[config.mk]
export PLATFORM = sky130hd
export DESIGN_NAME = servo_pwm_driver
export DESIGN_NICKNAME = d
export VERILOG_FILES = /design/src/rtl/servo_pwm_driver.sv
export SDC_FILE = /design/constraint.sdc
export NUM_CORES = 1
export LEC_CHECK = 0
export BUFFER_PORTS_ARGS = -buffer_cell sky130_fd_sc_hd__clkbuf_2
export CORE_MARGIN = 1.5
export CORE_UTILIZATION = 55
export CTS_BUF_LIST = sky130_fd_sc_hd__clkbuf_4 sky130_fd_sc_hd__clkbuf_8 sky130_fd_sc_hd__clkbuf_16
export DETAILED_ROUTE_END_ITERATION = 10
export HOLD_SLACK_MARGIN = 0.12
export MAX_ROUTING_LAYER = met4
export PLACE_DENSITY_LB_ADDON = 0.1
export REMOVE_ABC_BUFFERS = 1
export SETUP_SLACK_MARGIN = 0.1
export SLEW_MARGIN = 20
export SYNTH_ARGS = -nofsm -noshare
export SYNTH_HDL_FRONTEND = slang
export SYNTH_SLANG_ARGS = --single-unit
[constraint.sdc]
create_clock -name clk -period 21.6 [get_ports clk]
set_input_delay 4.32 -clock clk [delete_from_list [all_inputs] [get_ports clk]]
set_output_delay 4.32 -clock clk [all_outputs]
set_load 0.1 [all_outputs]
[src/rtl/servo_pwm_driver.sv]
// Hobby-servo PWM generator: fixed frame period, pulse width linear in an 8-bit
// position that is slew-limited once per frame toward the sampled target.
module servo_pwm_driver #(
    parameter int unsigned CLK_HZ    = 12000000,
    parameter int unsigned PERIOD_US = 20000,
    parameter int unsigned MIN_US    = 1000,
    parameter int unsigned MAX_US    = 2000,
    parameter int unsigned STEP      = 4,
    parameter int unsigned INI       = 128
) (
    input  logic       clk,
    input  logic       rst,
    input  logic       en,
    input  logic [7:0] target,
    output logic       pwm,
    output logic       frame_tick,
    output logic [7:0] pos,
    output logic       at_target
);

    localparam int unsigned DIV  = CLK_HZ / 1000000;
    localparam int unsigned PW   = (DIV > 1) ? $clog2(DIV) : 1;
    localparam int unsigned UW   = $clog2(PERIOD_US);
    localparam int unsigned SPAN = MAX_US - MIN_US;
    localparam int unsigned MW   = 8 + $clog2(SPAN) + 1;

    typedef enum logic {
        ST_IDLE,
        ST_RUN
    } state_t;

    state_t          state;
    logic [PW-1:0]   pre;
    logic [UW-1:0]   us_cnt;
    logic [UW-1:0]   width_us;
    logic            en_f;

    logic            us_tick;
    logic            frame_end;
    logic [8:0]      pos9;
    logic [8:0]      tgt9;
    logic [8:0]      up9;
    logic [8:0]      dn9;
    logic [7:0]      pos_next;
    logic [MW-1:0]   prod;
    logic [UW-1:0]   width_next;

    always_comb begin
        us_tick   = (pre == PW'(DIV - 1));
        frame_end = us_tick && (us_cnt == UW'(PERIOD_US - 1));
        pos9      = {1'b0, pos};
        tgt9      = {1'b0, target};
        up9       = pos9 + 9'(STEP);
        dn9       = tgt9 + 9'(STEP);
        pos_next  = pos;
        // 9-bit compares clamp at the target instead of wrapping past 0/255
        if (pos < target) begin
            pos_next = (up9 > tgt9) ? target : up9[7:0];
        end else if (pos > target) begin
            pos_next = (pos9 < dn9) ? target : 8'(pos9 - 9'(STEP));
        end
        prod       = MW'(pos_next) * MW'(SPAN);
        width_next = UW'(MIN_US) + UW'(prod >> 8);
    end

    // ST_IDLE spends the release cycle so the first frame_tick lands on a
    // clean (0,0) counter state with frame_tick visible in its own cycle.
    always_ff @(posedge clk or posedge rst) begin
        if (rst) begin
            state      <= ST_IDLE;
            pre        <= '0;
            us_cnt     <= '0;
            width_us   <= '0;
            en_f       <= 1'b0;
            frame_tick <= 1'b0;
            pwm        <= 1'b0;
            pos        <= 8'(INI);
            at_target  <= 1'b0;
        end else begin
            case (state)
                ST_IDLE: begin
                    state      <= ST_RUN;
                    frame_tick <= 1'b1;
                end
                ST_RUN: begin
                    pre <= us_tick ? '0 : pre + PW'(1);
                    if (us_tick) begin
                        us_cnt <= (us_cnt == UW'(PERIOD_US - 1)) ? '0 : us_cnt + UW'(1);
                    end
                    frame_tick <= frame_end;
                    if (frame_tick) begin
                        en_f      <= en;
                        pos       <= pos_next;
                        width_us  <= width_next;
                        at_target <= (pos_next == target);
                        pwm       <= en;
                    end else begin
                        pwm <= en_f && (us_cnt < width_us);
                    end
                end
                default: state <= ST_IDLE;
            endcase
        end
    end

endmodule

## Word level (Yosys, flattened, before mapping)

Index checks and enable logic that the tools add are counted.

| cells by class | value |
|---|---|
| $add $sub $neg | 6 |
| $mul | 1 |
| order comparisons | 5 |
| eq/ne operators | 3 |
| multiplexer cells | 8 |
| bitwise operators | 1 |
| reductions and logical operators | 4 |

Operator list:

| cell | number |
|---|---|
| 2-to-1 mux 8 bit | 4 |
| adder 8 x 3 -> 9 bit, second input constant | 2 |
| adder 15 x 1 -> 15 bit, second input constant | 1 |
| == test 15 bit, second input constant | 1 |
| < comparator 15 bit | 1 |
| multiplier 8 x 7 -> 15 bit, second input constant | 1 |
| 2-to-1 mux 15 bit | 1 |
| adder 10 x 10 -> 11 bit, first input constant | 1 |
| > comparator 9 x 8 -> 1 bit | 1 |
| < comparator 8 x 9 -> 1 bit | 1 |
| == test 8 bit | 1 |
| > comparator 8 bit | 1 |
| < comparator 8 bit | 1 |
| subtractor 8 x 3 -> 8 bit, second input constant | 1 |
| adder 4 x 1 -> 4 bit, second input constant | 1 |
| == test 4 bit, second input constant | 1 |
| 2-to-1 mux 4 bit | 1 |
| AND reduction 2 bit | 2 |
| logical AND 1 bit | 2 |
| one-hot mux 1 bit (2 select lines) | 1 |
| 2-to-1 mux 1 bit | 1 |
| NOT 1 bit | 1 |

| word-level totals | value |
|---|---|
| register bits after elaboration | 47 |
| input port bits | 11 |
| output and inout bits | 11 |
| word-level logic and storage cells | 37 |

## Longest topological paths before layout

| logic depth | value |
|---|---|
| depth in word-level cells | 7 |
| depth in mapped cells | 33 |
| depth with buffers taken out | 32 |

## Worst setup path before layout

No wires, ideal clock.

| timing path | value |
|---|---|
| kind | input to register |
| start | in target[2] |
| end | reg width_us[10] |
| library setup time | 124 ps |
| arrival | 10781 ps |
| required time | 21476 ps |
| path slack | 10695 ps |
| stages on the path | 27 |
| path buffers | 1 |
| path through | ha_1 -> nand3_1 -> xnor2_1 -> ha_1 -> nand3_1 -> a211oi_2 -> o41ai_4 -> o211a_1 -> nor2_1 -> mux2i_1 -> inv_1 -> ha_1 -> ha_1 -> xor2_1 -> ha_1 -> fa_1 -> fa_1 -> ha_1 -> clkbuf_1 -> a21o_1 -> a21oi_1 -> o21bai_1 -> a21oi_1 -> o211ai_1 -> and2_1 -> or4_4 -> o31a_1 |

| between the ends | value |
|---|---|
| cells in the longest elaborated chain, start to end | 7 |
| elaborated cells on any way between the ends | 11 |
| classes of those cells | 2 x add/sub; 1 x mul; 4 x order compare; 4 x mux |

Ends and longest elaborated chain:

| what | line | RTL |
|---|---|---|
| from (decl) | 14 | `input logic [7:0] target,` |
| adder 8 x 3 -> 9 bit | 54 | `dn9 = tgt9 + 9'(STEP);` |
| < comparator 8 x 9 -> 1 bit | 60 | `pos_next = (pos9 < dn9) ? target : 8'(pos9 - 9'(STEP));` |
| 2-to-1 mux 8 bit | 60 |  |
| 2-to-1 mux 8 bit | 59 | `end else if (pos > target) begin` |
| 2-to-1 mux 8 bit (*) | 57 | `if (pos < target) begin` |
| multiplier 8 x 7 -> 15 bit (*) | 62 | `prod = MW'(pos_next) * MW'(SPAN);` |
| adder 10 x 10 -> 11 bit (*) | 63 | `width_next = UW'(MIN_US) + UW'(prod >> 8);` |
| to (signal assigned) | 94 | `width_us <= width_next;` |
| to (decl) | 35 | `logic [UW-1:0] width_us;` |

Mark *: on every way between the ends. The rest lies on a longest branch, timed or not.
A chain may end at the register's enable or synchronous reset.

## Final worst setup path

Ends and elaborated chain as after synthesis.

==> reports/results.ini <==
[floorplanning]
die_h_um=95.1
coreArea_um2=8220
io_pins=22
initial_core_util_pct=56.8
dieWidth_um=95.1
row_count=33
die_area_um2=9040

[placement]
dp.cells=651
gp_congestion=0.925
dp_hpwl_um=8520
placed_area_um2=4870
io_buffers=21

[timing]
rsz0062_at_grt=no
post-route-period-util_pct=52.5
worstMarginPinSlew_ps=836
fmax_ghz=0.0882
hold_viol=0
finalSetupViolations=0
timing.setup.tns_ps=0
period_needed_ps=11340
fin_skew_ps=3.74
slew_headroom_pct=44.3
drv_slew=0

[clocking]
cts_buffer_depth=2
cts_tree=built
numCtsBuffers=5
cts.hold.buffers_added=0
h-tree-depth=2
clock_latency_ps=290
path_clk_slew_ps=80
clock-sinks=43
cts-root-buf=clkbuf_8
post_cts_buffers=0
cts_resized=0

[layout]
diodes=0
final_nets=655
syn2layout_area_growth_pct=6.84
drive_gt1_share_pct=8.48
instances_no_fill=659
fin_area_um2=4980

[route]
firstDrtPassIters=4
postRouteAntennaNets=0
vias_per_cell=5.65
wl_per_cell_um=15.6
drt_iter0_drc=147
route.detailed.drc=0
dr_total_vias=3722
drt_wl_total_um=10300

[synth]
synth_cell_types=59
syn_inst=534
ys_ff_latch=43
synth_flop_cell=dfrtp_1
avgSynthCellArea_um2=8.73
synth-edff-count=0
synth.yosys.seq_area_share_pct=23.1
syn_area_um2=4660
async_flop_share_pct=100
ys_warn_count=0

[hold_path]
worstHoldStart=at_target
worstHoldPathType=reg2reg

[setup_path]
critPathLaunchType=input port
r2r_cells=26
crit_end=width_us[10]
worstReg2RegEnd=width_us[10]
path_max_fanout=9
rr_startpoint=pos[2]
criticalPathCategory=in2reg
r2r_slack_ps=13620
cp.required_ps=21780
crit_path_start=target[2]
worstPathArrival_ps=11520
cp-end-kind=flip-flop

[grt]
grt_max_degree=26
grt_pass1_vias=3802
groute.usage.overall_pct=25.9
antenna_found_initial=0
grt_pass1_wl_um=17700
overflow=0

[run_status]
status=complete, no violations

[job]
drv_cap=0

-- layout by cell type, fill, tap and decap left out, types with 2 or more instances in the layout --
master     n
nor4_1     2
o311ai_0   4
o21ai_0   26
o221ai_1   2
o21bai_1   2
a211oi_1   2
fa_1      19
ha_1      72
nand4b_1   2
mux2_2     3
dfrtp_1   42
nand4_1   10
o211a_1    3
o211ai_1   4
nor2b_1    9
mux2i_1    2
nor2_1    33
a21o_1    15
a21oi_1   24
and2_1    10
xor2_1    12
clkbuf_2  21
nand3b_1   4
nand3_1   19
and3_1    11
clkbuf_8   5
a221oi_1   2
a31oi_1    3
inv_1     64
nor3_1     8
o31ai_1    2
nand2_1   49
nand2b_1   2
xnor2_1   31
a22oi_1    2
o22ai_1    3
a21oi_2    2
-- cells in the mapped netlist (8+ instances only) --
| cell type | number | area, um2 |
|---|---|---|
| inv_1 | 65 | 244 |
| nand4_1 | 10 | 62.6 |
| ha_1 | 72 | 901 |
| xnor2_1 | 31 | 272 |
| nor3_1 | 8 | 40.0 |
| nor2b_1 | 9 | 56.3 |
| a21o_1 | 15 | 113 |
| nand3_1 | 19 | 95.1 |
| nand2_1 | 49 | 184 |
| a21oi_1 | 24 | 120 |
| and2_1 | 10 | 62.6 |
| dfrtp_1 | 42 | 1050 |
| o21ai_0 | 26 | 130 |
| nor2_1 | 33 | 124 |
| and3_1 | 11 | 68.8 |
| clkbuf_1 | 10 | 37.5 |
| fa_1 | 19 | 380 |
| xor2_1 | 12 | 105 |
-- routing by layer --
layer / vias up / share of wire (%) / track usage, %
li1: 1893 / - / -
met1: 1775 / 48 / 34.3
met2: 43 / 48 / 42.7
met3: 11 / 2.6 / 3.19
met4: 0 / 1.3 / 4.85
met5: - / 0 / -
-- state kept, by name (all words and copies together) (netlist names) --
signal      flops
us_cnt         15
width_us       11
pos             8
pre             4
at_target       1
en_f            1
frame_tick      1
pwm             1
state           1
-- metrics by stage --
step | util (%) | setup slack [ps] | hold WS, ps
after global placement | 59.3 | 10180 | 463
after floorplan | - | 10760 | 450
after CTS | 60.6 | 10280 | 492
after global routing | 60.6 | 9750 | 539
final | 60.6 | 10260 | 483
after detailed placement | 59.3 | 9980 | 472
-- critical path, cell delays in order --
cell and delay [ps]:
clkbuf_2 150, ha_1 230, nand3_1 110, xnor2_1 140
ha_1 290, nand3_1 110, a211oi_2 280, o41ai_4 180
o211a_1 190, nor2_1 330, mux2i_1 560, inv_1 100
ha_1 330, ha_1 310, xor2_1 170, ha_1 310
fa_1 570, fa_1 420, ha_1 400, a21o_1 210
a21oi_1 210, o21bai_1 110, a21oi_1 340, o211ai_1 180
and2_1 220, or4_4 520, o31a_1 240
-- kinds of logic after synthesis --
family | count (synthesis) | share of synthesized area (%)
and+or+nand+nor | 164 | 17.4
AOI/OAI and AO/OA | 111 | 16.6
adders and majority gates | 91 | 27.5
buffers and inverters | 76 | 6.12
xor gates and xnor gates | 43 | 8.08
DFF | 43 | 23.1
muxes | 5 | 1.15
other | 1 | 0.0804
-- area by class of cell --
class	count	area, um2
Timing Repair Buffer	22	113
Clock buffer	5	68.8
Inverter	66	248
Sequential cell	43	1080
Multi-Input combinational cell	415	3300
Tap cell	105	131
Fill cell	755	3230
Clock inverter	3	43.8
-- how the worst min path moves through the flow --
stage | endpoint | slack (ps) | cells after the start
after global routing | at_target | 540 | 2
after detailed placement | at_target | 470 | 2
after floorplan | width_us[2] | 450 | 2
after CTS | at_target | 490 | 2
after global placement | at_target | 460 | 2
final | at_target | 480 | 2
Power is left out: the tool's default activity adds up to more than one toggle a clock period on the data nets, which glitch-free logic cannot reach.
